**src/rtl/shift_command_sequencer_pkg.sv**
```systemverilog
// Shared types and widths for the shift command sequencer and its FIFO.
// Holds no logic; the command struct is the FIFO entry format.
package shift_seq_pkg;

  localparam int DATA_W = 4;
  localparam int CNT_W  = 2;

  typedef enum logic [1:0] {
    IDLE,
    CLEAR,
    RUN,
    HOLD
  } state_t;

  typedef struct packed {
    logic [DATA_W-1:0] inp;
    logic              dir;
    logic [CNT_W-1:0]  cnt;
  } cmd_t;

  localparam int CMD_W = $bits(cmd_t);

endpackage

```
**src/rtl/shift_command_sequencer_if.sv**
```systemverilog
// Command, shifter and result signals of the sequencer bundled into one port.
// master is the environment (source, shifter, sink); slave is the sequencer.
interface shift_command_sequencer_if;

  logic                             cmd_valid;
  logic                             cmd_ready;
  logic [shift_seq_pkg::DATA_W-1:0] cmd_inp;
  logic                             cmd_dir;
  logic [shift_seq_pkg::CNT_W-1:0]  cmd_cnt;

  logic                             sh_rst;
  logic [shift_seq_pkg::DATA_W-1:0] sh_inp;
  logic                             sh_dir;
  logic [shift_seq_pkg::CNT_W-1:0]  sh_cnt;
  logic [shift_seq_pkg::DATA_W-1:0] sh_out;

  logic                             res_valid;
  logic                             res_ready;
  logic [shift_seq_pkg::DATA_W-1:0] res_data;

  logic                             busy;

  modport master (
    output cmd_valid, cmd_inp, cmd_dir, cmd_cnt, sh_out, res_ready,
    input  cmd_ready, sh_rst, sh_inp, sh_dir, sh_cnt, res_valid, res_data, busy
  );

  modport slave (
    input  cmd_valid, cmd_inp, cmd_dir, cmd_cnt, sh_out, res_ready,
    output cmd_ready, sh_rst, sh_inp, sh_dir, sh_cnt, res_valid, res_data, busy
  );

endinterface

```
**src/rtl/shift_command_sequencer_fifo.sv**
```systemverilog
// Generic DEPTH-entry FIFO; push visible at pop side one cycle later, no bypass.
// Caller gates push with !full and pop with !empty; same-edge push+pop keeps count.
module shift_cmd_fifo #(
  parameter int DEPTH = 2,
  parameter int WIDTH = 7
) (
  input  logic                     clk,
  input  logic                     rst,
  input  logic                     push,
  input  logic [WIDTH-1:0]         push_dat,
  input  logic                     pop,
  output logic [WIDTH-1:0]         pop_dat,
  output logic                     full,
  output logic                     empty,
  output logic [$clog2(DEPTH):0]   count
);

  localparam int AW = $clog2(DEPTH);
  localparam int CW = AW + 1;

  logic [WIDTH-1:0] mem [DEPTH];
  logic [AW-1:0]    wr_ptr;
  logic [AW-1:0]    rd_ptr;

  always_ff @(posedge clk) begin
    if (push) begin
      mem[wr_ptr] <= push_dat;
    end
  end

  // DEPTH is a power of two, so pointer overflow is the modulo wrap
  always_ff @(posedge clk or negedge rst) begin
    if (!rst) begin
      wr_ptr <= '0;
      rd_ptr <= '0;
      count  <= '0;
    end else begin
      if (push) wr_ptr <= wr_ptr + AW'(1);
      if (pop)  rd_ptr <= rd_ptr + AW'(1);
      case ({push, pop})
        2'b10:   count <= count + CW'(1);
        2'b01:   count <= count - CW'(1);
        default: count <= count;
      endcase
    end
  end

  assign pop_dat = mem[rd_ptr];
  assign full    = (count == CW'(DEPTH));
  assign empty   = (count == '0);

endmodule

```
**src/rtl/shift_command_sequencer.sv**
```systemverilog
// Queues shift commands and runs them one at a time through a fixed-latency shifter.
// Result valid N+5+LAT_EXTRA edges after accept; result held until res_ready, no pop meanwhile.
module shift_command_sequencer
  import shift_seq_pkg::*;
#(
  parameter int DEPTH     = 2,
  parameter int LAT_EXTRA = 0
) (
  input  logic                      clk,
  input  logic                      rst,
  shift_command_sequencer_if.slave  bus
);

  localparam int WAIT_W = $clog2((1 << CNT_W) + 2 + LAT_EXTRA);
  localparam int FCW    = $clog2(DEPTH) + 1;

  state_t              state_q, state_d;
  logic                rdy_en_q;
  logic                sh_rst_q, sh_rst_d;
  cmd_t                sh_cmd_q, sh_cmd_d;
  logic [WAIT_W-1:0]   wait_q, wait_d;
  logic                res_valid_q, res_valid_d;
  logic [DATA_W-1:0]   res_data_q, res_data_d;

  cmd_t                push_cmd;
  cmd_t                head_cmd;
  logic                push;
  logic                pop;
  logic                fifo_full;
  logic                fifo_empty;
  logic [FCW-1:0]      fifo_count;

  assign push_cmd = '{inp: bus.cmd_inp, dir: bus.cmd_dir, cnt: bus.cmd_cnt};
  assign push     = bus.cmd_valid & bus.cmd_ready;

  shift_cmd_fifo #(
    .DEPTH (DEPTH),
    .WIDTH (CMD_W)
  ) u_fifo (
    .clk      (clk),
    .rst      (rst),
    .push     (push),
    .push_dat (push_cmd),
    .pop      (pop),
    .pop_dat  (head_cmd),
    .full     (fifo_full),
    .empty    (fifo_empty),
    .count    (fifo_count)
  );

  always_ff @(posedge clk or negedge rst) begin
    if (!rst) begin
      state_q     <= IDLE;
      rdy_en_q    <= 1'b0;
      sh_rst_q    <= 1'b1;
      sh_cmd_q    <= '0;
      wait_q      <= '0;
      res_valid_q <= 1'b0;
      res_data_q  <= '0;
    end else begin
      state_q     <= state_d;
      rdy_en_q    <= 1'b1;
      sh_rst_q    <= sh_rst_d;
      sh_cmd_q    <= sh_cmd_d;
      wait_q      <= wait_d;
      res_valid_q <= res_valid_d;
      res_data_q  <= res_data_d;
    end
  end

  always_comb begin
    state_d     = state_q;
    sh_rst_d    = sh_rst_q;
    sh_cmd_d    = sh_cmd_q;
    wait_d      = wait_q;
    res_valid_d = res_valid_q;
    res_data_d  = res_data_q;
    pop         = 1'b0;
    case (state_q)
      IDLE: begin
        // also drops the post-reset clear on the first edge out of reset
        sh_rst_d = 1'b0;
        if (!fifo_empty) begin
          pop      = 1'b1;
          sh_cmd_d = head_cmd;
          sh_rst_d = 1'b1;
          state_d  = CLEAR;
        end
      end
      CLEAR: begin
        sh_rst_d = 1'b0;
        wait_d   = WAIT_W'(sh_cmd_q.cnt) + WAIT_W'(2 + LAT_EXTRA);
        state_d  = RUN;
      end
      RUN: begin
        if (wait_q != '0) begin
          wait_d = wait_q - WAIT_W'(1);
        end else begin
          res_data_d  = bus.sh_out;
          res_valid_d = 1'b1;
          state_d     = HOLD;
        end
      end
      HOLD: begin
        if (res_valid_q && bus.res_ready) begin
          res_valid_d = 1'b0;
          state_d     = IDLE;
        end
      end
      default: state_d = IDLE;
    endcase
  end

  assign bus.cmd_ready = rdy_en_q & ~fifo_full;
  assign bus.sh_rst    = sh_rst_q;
  assign bus.sh_inp    = sh_cmd_q.inp;
  assign bus.sh_dir    = sh_cmd_q.dir;
  assign bus.sh_cnt    = sh_cmd_q.cnt;
  assign bus.res_valid = res_valid_q;
  assign bus.res_data  = res_data_q;
  assign bus.busy      = (state_q != IDLE) || (fifo_count != '0);

endmodule

```
**src/flat_wrapper.sv**
```systemverilog
// flat-port wrapper written by rule: the top's interface ports become plain ports
module shift_command_sequencer_flat import shift_seq_pkg::*;
#(
  parameter int DEPTH     = 2,
  parameter int LAT_EXTRA = 0
)
  (clk, rst, bus_cmd_valid, bus_cmd_inp, bus_cmd_dir, bus_cmd_cnt, bus_sh_out, bus_res_ready, bus_cmd_ready, bus_sh_rst, bus_sh_inp, bus_sh_dir, bus_sh_cnt, bus_res_valid, bus_res_data, bus_busy);
  shift_command_sequencer_if bus_i ();
  input  logic clk;
  input  logic rst;
  input wire logic [$bits(bus_i.cmd_valid)-1:0] bus_cmd_valid;
  input wire logic [$bits(bus_i.cmd_inp)-1:0] bus_cmd_inp;
  input wire logic [$bits(bus_i.cmd_dir)-1:0] bus_cmd_dir;
  input wire logic [$bits(bus_i.cmd_cnt)-1:0] bus_cmd_cnt;
  input wire logic [$bits(bus_i.sh_out)-1:0] bus_sh_out;
  input wire logic [$bits(bus_i.res_ready)-1:0] bus_res_ready;
  output wire logic [$bits(bus_i.cmd_ready)-1:0] bus_cmd_ready;
  output wire logic [$bits(bus_i.sh_rst)-1:0] bus_sh_rst;
  output wire logic [$bits(bus_i.sh_inp)-1:0] bus_sh_inp;
  output wire logic [$bits(bus_i.sh_dir)-1:0] bus_sh_dir;
  output wire logic [$bits(bus_i.sh_cnt)-1:0] bus_sh_cnt;
  output wire logic [$bits(bus_i.res_valid)-1:0] bus_res_valid;
  output wire logic [$bits(bus_i.res_data)-1:0] bus_res_data;
  output wire logic [$bits(bus_i.busy)-1:0] bus_busy;
  assign bus_i.cmd_valid = bus_cmd_valid;
  assign bus_i.cmd_inp = bus_cmd_inp;
  assign bus_i.cmd_dir = bus_cmd_dir;
  assign bus_i.cmd_cnt = bus_cmd_cnt;
  assign bus_i.sh_out = bus_sh_out;
  assign bus_i.res_ready = bus_res_ready;
  assign bus_cmd_ready = bus_i.cmd_ready;
  assign bus_sh_rst = bus_i.sh_rst;
  assign bus_sh_inp = bus_i.sh_inp;
  assign bus_sh_dir = bus_i.sh_dir;
  assign bus_sh_cnt = bus_i.sh_cnt;
  assign bus_res_valid = bus_i.res_valid;
  assign bus_res_data = bus_i.res_data;
  assign bus_busy = bus_i.busy;
  shift_command_sequencer #(.DEPTH(DEPTH), .LAT_EXTRA(LAT_EXTRA)) u_core (.clk(clk), .rst(rst), .bus(bus_i));
endmodule
```
**config.mk**
```make
export PLATFORM = sky130hd
export DESIGN_NAME = shift_command_sequencer_flat
export DESIGN_NICKNAME = d
export VERILOG_FILES = /design/src/rtl/shift_command_sequencer_pkg.sv /design/src/rtl/shift_command_sequencer_if.sv /design/src/rtl/shift_command_sequencer_fifo.sv /design/src/rtl/shift_command_sequencer.sv /design/src/flat_wrapper.sv
export SDC_FILE = /design/constraint.sdc
export NUM_CORES = 1
export LEC_CHECK = 0
export CORE_MARGIN = 2
export CORE_UTILIZATION = 30
export DETAILED_ROUTE_END_ITERATION = 16
export GPL_TIMING_DRIVEN = 0
export SYNTH_ARGS = -nofsm -noshare
export SYNTH_HDL_FRONTEND = slang
export SYNTH_SLANG_ARGS = --single-unit
```
**constraint.sdc**
```tcl
create_clock -name clk -period 1.9 [get_ports clk]
set_clock_uncertainty 0.1 [all_clocks]
set_input_delay 0.19 -clock clk [delete_from_list [all_inputs] [get_ports clk]]
set_output_delay 0.19 -clock clk [all_outputs]
set_load 0.05 [all_outputs]
```
==> flow_summary.toml <==
[sta]
min_period_over_period = 0.972
max_slew_margin = 0.301
max_freq_ghz = 0.541
rsz0062_at_grt = "false"
drv_slew = 0
fin_crit_ns = 1.85
worst_slack_ns = 0.0526
worst_pin_slew_ns = 1.05
setup_viol = 0
hold_violations = 0
setup-tns-final_ns = 0

[clock_tree]
cts_sinks = 37
insertion_delay_ns = 0.28
clockRootBuffer = "clkbuf_8"
hold_buffers = 0
cts_made_buffers = 5
cts_tree = "built"
clkTransAtPathRegs_ns = 0.08
cts_buffer_depth = 2
cts_max_level = 2

[die]
io-pin-count = 30
dieWidth_um = 78
placementRows = 26
fp.dieH_um = 78
dieArea_um2 = 6080
start_util = 0.316
core_region_area_um2 = 5200

[routing]
met3_length_um = 160
ant_nets = 0
viasPerCell = 4.32
vias = 1011
wl_met2_mm = 1.46
drt_first_iter_violations = 46
post_drt_wl_per_cell_um = 12.0
routed.top_layer = "met4"
drc_errors = 0
wl_met1_mm = 1.17
dr.pass1.iters = 4
routed_wl_mm = 2.81

[power]
powerDensity_nw_per_um2 = 1840
ir_drop_v = 0.000657
power.internal_uw = 2300
power_frac_comb = 0.537
p_leak_uw = 0.000923
p_sw_uw = 1660
pwr-share-seq = 0.330
finalPower_uw = 3960
pwr-share-clk = 0.133
p_sw_frac = 0.419

[placement]
placed_area_um2 = 2020
post-dp-hpwl_mm = 2.04
place.gp.congestion = 0.730
portBuffers = 29
placed_cells = 220
pre_cts_slack_ns = -0.241

[synthesis]
avgSynthCellArea_um2 = 13.6
syn-instance-count = 121
yosysSeqAreaShare = 0.607
synth_top_area_frac = 0.335
synth-seq-cells = 37
yosysWarnings = 0
synth_cell_types = 31
synth_area_leaders = "dfrtp_1 (34%), edfxtp_1 (26%), ha_1 (6.1%), mux2i_1 (6.1%), xnor2_1 (3.2%)"
synth_largest_area_cell = "dfrtp_1"
syn-num-nets = 144
synth_area_um2 = 1640

[finish]
layout.nets = 186
area_growth_pct = 31.1
fillers = 504
final_cells = 234
diodes = 0
final_area_um2 = 2150
drive_gt1_frac = 0.183

[setup_path]
arrival_ns = 1.56
regToRegSetupSlack_ns = 0.11
start_kind = "flop"
r2r_start = "u_core.state_q[0]"
rr_worst_depth = 8
critPathCaptureType = "output port"
worst-path-max-fanout = 4
crit_required_ns = 1.61
r2r-end = "u_core.u_fifo.count[1]"
critPathKind = "flop to output port"

[grt]
antenna_found_initial = 0
grt_pass1_vias = 1074
grt_pass1_wl_mm = 4.71
grt_max_degree = 24
grt_usage = 0.0986
grt_remaining_overflow = 0

[run_status]
status = "finished clean"

[job]
drv_cap = 0

[min_path]
hp-class = "primary input to async pin"
[power groups by stage]
| stage | combinational (µW) | clock (µW) | sequential [µW] |
|---|---|---|---|
| 3_3_place_gp | 2000 | 0 | 1320 |
| 4_1_cts | 2080 | 555 | 1310 |
| 5_1_grt | 2300 | 587 | 1350 |
| 6_report | 2120 | 526 | 1310 |
| 3_5_place_dp | 2050 | 0 | 1330 |
| 2_1_floorplan | 1060 | 0 | 1770 |
[worst max-delay path by stage]
stage,start,endpoint,slack [ns],depth (start not counted)
after floorplan,u_core.state_q[0],u_core.u_fifo.count[1],0.14,8
after global placement,u_core.state_q[0],bus_busy,-0.19,5
after detailed placement,u_core.state_q[1],bus_busy,-0.24,5
after CTS,u_core.state_q[0],bus_busy,-0.19,5
after global routing,u_core.state_q[1],bus_busy,0.0002,5
final,u_core.state_q[0],bus_busy,0.05,5
[timing repair]
| action | in CTS | in global routing |
|---|---|---|
| gates resized for setup | 7 | 3 |
| setup buffers | 1 | 5 |
| setup endpoints to repair | 4 | 2 |
[layer usage]
| metal | up-vias | GRT usage |
|---|---|---|
| met5 | - | 0 |
| met4 | 0 | 0.0263 |
| met3 | 5 | 0.0384 |
| met2 | 32 | 0.178 |
| met1 | 473 | 0.108 |
| li1 | 501 | - |
[worst max-delay path: stages (launching register included)]
cell and delay [ns]:
dfrtp_1 0.42, inv_1 0.12, ha_2 0.22, nor3b_4 0.25, inv_1 0.06, buf_2 0.21
[cell families (layout without fill, tap and decap cells)]
group / Yosys count / count (layout) / share of synthesized area
buf+inv: 12 / 55 / 0.0343
mux: 15 / 15 / 0.0975
simple gates: 22 / 22 / 0.0731
fa+ha+maj: 8 / 8 / 0.0609
other cells: 1 / 1 / 0.00228
compound gates: 20 / 20 / 0.0929
xor+xnor: 6 / 6 / 0.0320
flops: 37 / 37 / 0.607
[final cells by class]
cell class	count	area, µm²	area share
repair buffers	35	328	0.152
well taps	70	87.6	0.0407
clock inverters	3	17.5	0.00813
flip-flops and latches	37	997	0.463
multi-input cells	72	592	0.275
inverters	8	30.0	0.0139
plain buffers	4	32.5	0.0151
clock buffers	5	68.8	0.0320
[cell usage after synthesis]
| master | n |
|---|---|
| buf_6 | 1 |
| nand3b_1 | 1 |
| a21o_1 | 1 |
| a22o_1 | 1 |
| nand2_1 | 9 |
| nand2b_4 | 1 |
| inv_1 | 8 |
| dfstp_2 | 1 |
| conb_1 | 1 |
| o211ai_2 | 1 |
| a221oi_4 | 1 |
| buf_2 | 2 |
| mux2_2 | 4 |
| clkbuf_2 | 1 |
| xnor2_1 | 6 |
| dfrtp_1 | 22 |
| nor3b_4 | 1 |
| mux2_4 | 1 |
| nor3_1 | 1 |
| a211oi_1 | 3 |
| a2bb2oi_1 | 1 |
| a21oi_1 | 3 |
| ha_1 | 8 |
| o21ai_0 | 7 |
| and3_1 | 1 |
| o21ai_2 | 1 |
| nor2_1 | 6 |
| nor2b_1 | 2 |
| mux2i_1 | 10 |
| edfxtp_1 | 14 |
| o21a_1 | 1 |
[state kept, by name, indices dropped and copies added (netlist names)]
signal and count:
u_core.bus.res_data 4, u_core.bus.res_valid 1, u_core.bus.sh_cnt 2, u_core.bus.sh_dir 1
u_core.bus.sh_inp 4, u_core.bus.sh_rst 1, u_core.rdy_en_q 1, u_core.state_q 2
u_core.u_fifo.count 2, u_core.u_fifo.mem 14, u_core.u_fifo.rd_ptr 1, u_core.u_fifo.wr_ptr 1
u_core.wait_q 3
[placed cells by master (no fill, tap or decap), drive strengths merged, types with 5 or more instances in the layout]
cell           count
buf               10
clkbuf             6
clkdlybuf4s50     26
dfrtp             22
edfxtp            14
ha                 8
inv                8
mux2               5
mux2i             10
nand2              9
nor2               6
o21ai              8
xnor2              6
[stage by stage]
stage | hold slack, ns | util
CTS | 0.374 | 0.407
floorplan | -0.206 | -
detailed placement | 0.378 | 0.388
global placement | 0.372 | 0.388
finish | 0.377 | 0.414
global route | 0.373 | 0.414
Power figures use the tool's default switching activity.
